**src/rtl/fifo_rd_pkg.sv**
```systemverilog
// fifo_rd_pkg: shared occupancy states and skid depth for the FIFO read-side stream
package fifo_rd_pkg;
    typedef enum logic [1:0] {ST_EMPTY, ST_ONE, ST_TWO} state_t;
    localparam int SKID_DEPTH = 2;
endpackage

```
**src/rtl/fifo_rd_stream_sat_counter.sv**
```systemverilog
// sat_counter: saturating event counter; clr wins over inc; ports clk, reset_n, inc, clr, cnt
module sat_counter #(
    parameter int CNT_W = 16
) (
    input  logic             clk,
    input  logic             reset_n,
    input  logic             inc,
    input  logic             clr,
    output logic [CNT_W-1:0] cnt
);
    always_ff @(posedge clk or negedge reset_n)
        if (!reset_n)
            cnt <= '0;
        else
            cnt <= clr ? '0 : (inc && !(&cnt)) ? cnt + 1'b1 : cnt;
endmodule

```
**src/rtl/fifo_rd_stream.sv**
```systemverilog
// fifo_rd_stream: FIFO pop/empty/rdata to valid/ready stream via 2-entry skid, with pop/stall counters
// ports: clk, reset_n, en, empty, rdata -> pop; out_valid/out_ready/out_data stream; stat_clr, pop_cnt, stall_cnt
module fifo_rd_stream
    import fifo_rd_pkg::*;
#(
    parameter int DATA_W = 8,
    parameter int CNT_W  = 16
) (
    input  logic              clk,
    input  logic              reset_n,
    input  logic              en,
    input  logic              empty,
    input  logic [DATA_W-1:0] rdata,
    output logic              pop,
    output logic              out_valid,
    input  logic              out_ready,
    output logic [DATA_W-1:0] out_data,
    input  logic              stat_clr,
    output logic [CNT_W-1:0]  pop_cnt,
    output logic [CNT_W-1:0]  stall_cnt
);
    state_t            state_q, state_d;
    logic [DATA_W-1:0] skid_q [SKID_DEPTH];
    logic [DATA_W-1:0] skid_d [SKID_DEPTH];
    logic              accept;
    // pop looks only at registered occupancy, so out_ready never reaches the FIFO combinationally
    assign pop       = reset_n & en & ~empty & (state_q != ST_TWO);
    assign out_valid = state_q != ST_EMPTY;
    assign out_data  = skid_q[0];
    assign accept    = out_valid & out_ready;
    always_comb begin
        state_d = state_q;
        skid_d  = skid_q;
        case (state_q)
            ST_EMPTY: if (pop) begin
                state_d   = ST_ONE;
                skid_d[0] = rdata;
            end
            ST_ONE: if (pop && accept) skid_d[0] = rdata;
                else if (pop) begin
                    state_d   = ST_TWO;
                    skid_d[1] = rdata;
                end
                else if (accept) state_d = ST_EMPTY;
            ST_TWO: if (accept) begin
                state_d   = ST_ONE;
                skid_d[0] = skid_q[1];
            end
            default: state_d = ST_EMPTY;
        endcase
    end
    always_ff @(posedge clk or negedge reset_n)
        if (!reset_n) begin
            state_q <= ST_EMPTY;
            skid_q  <= '{default: '0};
        end else begin
            state_q <= state_d;
            skid_q  <= skid_d;
        end
    sat_counter #(.CNT_W(CNT_W)) u_pop_cnt (
        .clk(clk), .reset_n(reset_n), .inc(pop), .clr(stat_clr), .cnt(pop_cnt)
    );
    sat_counter #(.CNT_W(CNT_W)) u_stall_cnt (
        .clk(clk), .reset_n(reset_n), .inc(out_valid & ~out_ready), .clr(stat_clr), .cnt(stall_cnt)
    );
endmodule

```
**config.mk**
```make
export PLATFORM = sky130hd
export DESIGN_NAME = fifo_rd_stream
export DESIGN_NICKNAME = d
export VERILOG_FILES = /design/src/rtl/fifo_rd_pkg.sv /design/src/rtl/fifo_rd_stream_sat_counter.sv /design/src/rtl/fifo_rd_stream.sv
export SDC_FILE = /design/constraint.sdc
export NUM_CORES = 1
export LEC_CHECK = 0
export ABC_CLOCK_PERIOD_IN_PS = 2200
export CAP_MARGIN = 30
export CORE_AREA = 2 2 89 91
export DETAILED_ROUTE_END_ITERATION = 12
export DIE_AREA = 0 0 91 93
export PLACE_DENSITY = 0.69
export REMOVE_ABC_BUFFERS = 1
export SLEW_MARGIN = 20
export SYNTH_ARGS = -nofsm -noshare
export SYNTH_HDL_FRONTEND = slang
export SYNTH_HIERARCHICAL = 1
export SYNTH_SLANG_ARGS = --single-unit
```
**constraint.sdc**
```tcl
create_clock -name clk -period 2.2 [get_ports clk]
set_input_delay 0.44 -clock clk [delete_from_list [all_inputs] [get_ports clk]]
set_output_delay 0.44 -clock clk [all_outputs]
set_load 0.02 [all_outputs]
```
==> reports/metrics.csv <==
metric;value;unit
type of the worst setup path;reg2out;
Pwr Total;2130;uW
FMAX;0.480;GHz
Leak;0.00160;uW
final setup skew;12.3;ps
Iter 0 DRT Violations;75;
Main synth FF type;dfrtp_1;
max-cap violations;0;
synthesis-to-layout area growth;28.7;%
Final Hold Vio Count;0;
#FFs+latches synth;50;
Final Max Slew Viols;0;
placement-stage worst setup slack;-160;ps
share of layout cells above drive strength 1;0.220;
Diodes inserted;0;
H-tree depth;2;
Area after DPL;3680;um2
worst rel slew slack;0.570;
Syn. warnings;6;
commonest non-fill, non-tap cells in the layout;53 x clkdlybuf4s50_1, 50 x dfrtp_1, 24 x mux2_2, 24 x a21oi_1, 22 x buf_4;
slowest CP cell;clkdlybuf4s50_1;
Post-synth EDFFs;0;
arrival time at the worst endpoint;1640;ps
io pins;56;
# rows;32;
DR vias;2449;
ranking of synthesized cells by area;dfrtp_1 42%, mux2_2 9.2%, a21oi_1 4.1%;
worst-path maximum fanout;6;
TritonCTS Buffers;5;
design area;3790;um2
initial antenna violation count;0;
CTS sink count;50;
status;finished, final reports clean;
placeable core area;7530;um2
delay of the slowest critical-path stage;550;ps
CP bufs+invs;1;
ys async rst share;1.00;
# DRC;0;
Seq. cell area;1250;um2
dpl hpwl;4.84;mm
Clock Tree Root;clkbuf_8;
final setup TNS;0;ps
Buffers on Ports;55;
drt pass-1 iters;4;
vias per inst;5.42;
# setup viols final;0;
WL/cell;14.8;um
vias in the first global route;2443;
area leader, netlist;dfrtp_1;
Synth Instances;282;
routed wire length;6.71;mm
Worst Setup End Kind;primary output;
Multi-input gate area;1540;um2
Initial Util;0.391;
Syn Area/Cell;10.4;um2
Chip Height;93;um
Seq/Total Area, Yosys;0.425;
Synth cell types;43;
Min-Delay Path Class;in2async;
CTS Buffer Depth;2;
DRT antenna net count;0;
RSZ-0062 raised after global routing;no;
Min Clock Period, post-route;2080;ps
nets;365;
crit-path cells;or2_2, clkdlybuf4s50_1;
fin crit share;0.948;
Worst IR Drop VDD;0.247;mV
largest net degree at the start of global routing;51;
# fillers;719;
clock tree from TritonCTS;built;
GRT Total Usage;0.164;
post-synth top area share;0.425;
Startpoint Class;flop;
Reg clk slew, reported paths;90;ps
slew of the pin with the lowest slew margin;645;ps
Die Width;91;um
die area;8460;um2
CP delay by family, top;buffers and inverters;
Post-Syn Area;2950;um2
PwrDens;561;nW/um2
Hold-fix buffers, CTS;0;
Worst Path Required;1760;ps
Final WS setup;115;ps
commonest non-fill, non-tap cell in the layout;clkdlybuf4s50_1;
total grt overflow;0;
GPL Wtd Cong;0.839;
first-pass GRT wire length;11.5;mm
clock latency at the later pin of the worst-skew pair;300;ps
## synth_stat cells (6+ instances only)
cell type and number:
o31ai_1 8, nor2_1 11, dfrtp_1 50, nand3_1 10, buf_4 8, clkbuf_1 6
mux2_2 24, mux2_4 8, a21oi_1 24, and3_1 12, nor2b_1 13, nand2_1 18
inv_1 9, nor3_1 10, or4_1 8
## metrics by stage
stage	instances	hold slack, ps	util
2_1_floorplan	264	144	-
3_3_place_gp	444	486	0.489
3_5_place_dp	444	490	0.489
4_1_cts	452	335	0.504
5_1_grt	452	364	0.504
6_report	452	306	0.504
## report_power, final
group	switching (uW)	internal (uW)	leakage [uW]	total, uW
combinational	181	236	0.000871	417
sequential	57.6	1010	0.000671	1070
clock	309	335	0.0000579	644
total	548	1580	0.00160	2130
## cells by family after synthesis
group | after synthesis | share of synthesized area
XOR/XNOR | 1 | 0.00297
AND/OR/NAND/NOR | 115 | 0.250
flip-flops | 50 | 0.425
AO/OA/AOI/OAI | 51 | 0.115
multiplexers | 36 | 0.146
buffers and inverters | 27 | 0.0527
adder cells (fa/ha/maj) | 2 | 0.00849
## cell type report
type,instances,area share
inverters,9,0.00891
multi-input cells,205,0.406
well taps,102,0.0337
repair buffers,78,0.192
flip-flops and latches,50,0.330
clock inverters,3,0.0106
clock buffers,5,0.0182
## timing repair
item	CTS	global route
endpoints found under the hold margin	0	0
gates resized for setup	1	0
setup endpoints to repair	1	0
setup buffers	0	0
## routing by layer
metal,share of wire,track usage
met5,0,0
met4,0.0088,0.0455
met3,0.040,0.0338
met2,0.49,0.281
met1,0.46,0.210
## worst paths after layout
check                            start                  end  slack [ps]  depth (start not counted)
hold reg to reg            out_data[4]          out_data[4]         510                          1
setup / recovery            state_q[1]            out_valid         120                          2
min in group clk           out_data[4]          out_data[4]         510                          1
setup reg to reg            state_q[1]  u_stall_cnt/cnt[11]         180                          6
hold / removal                 reset_n            skid_q[7]         310                          2
max in group asynchronous      reset_n     u_pop_cnt/cnt[1]        1450                          2
## registers in the layout, indices dropped and copies added (netlist names)
name and cells:
state_q 2, u_pop_cnt/cnt 16, u_stall_cnt/cnt 16, skid_q 8
out_data 8
Note: power is estimated with default switching activity, not from simulation.
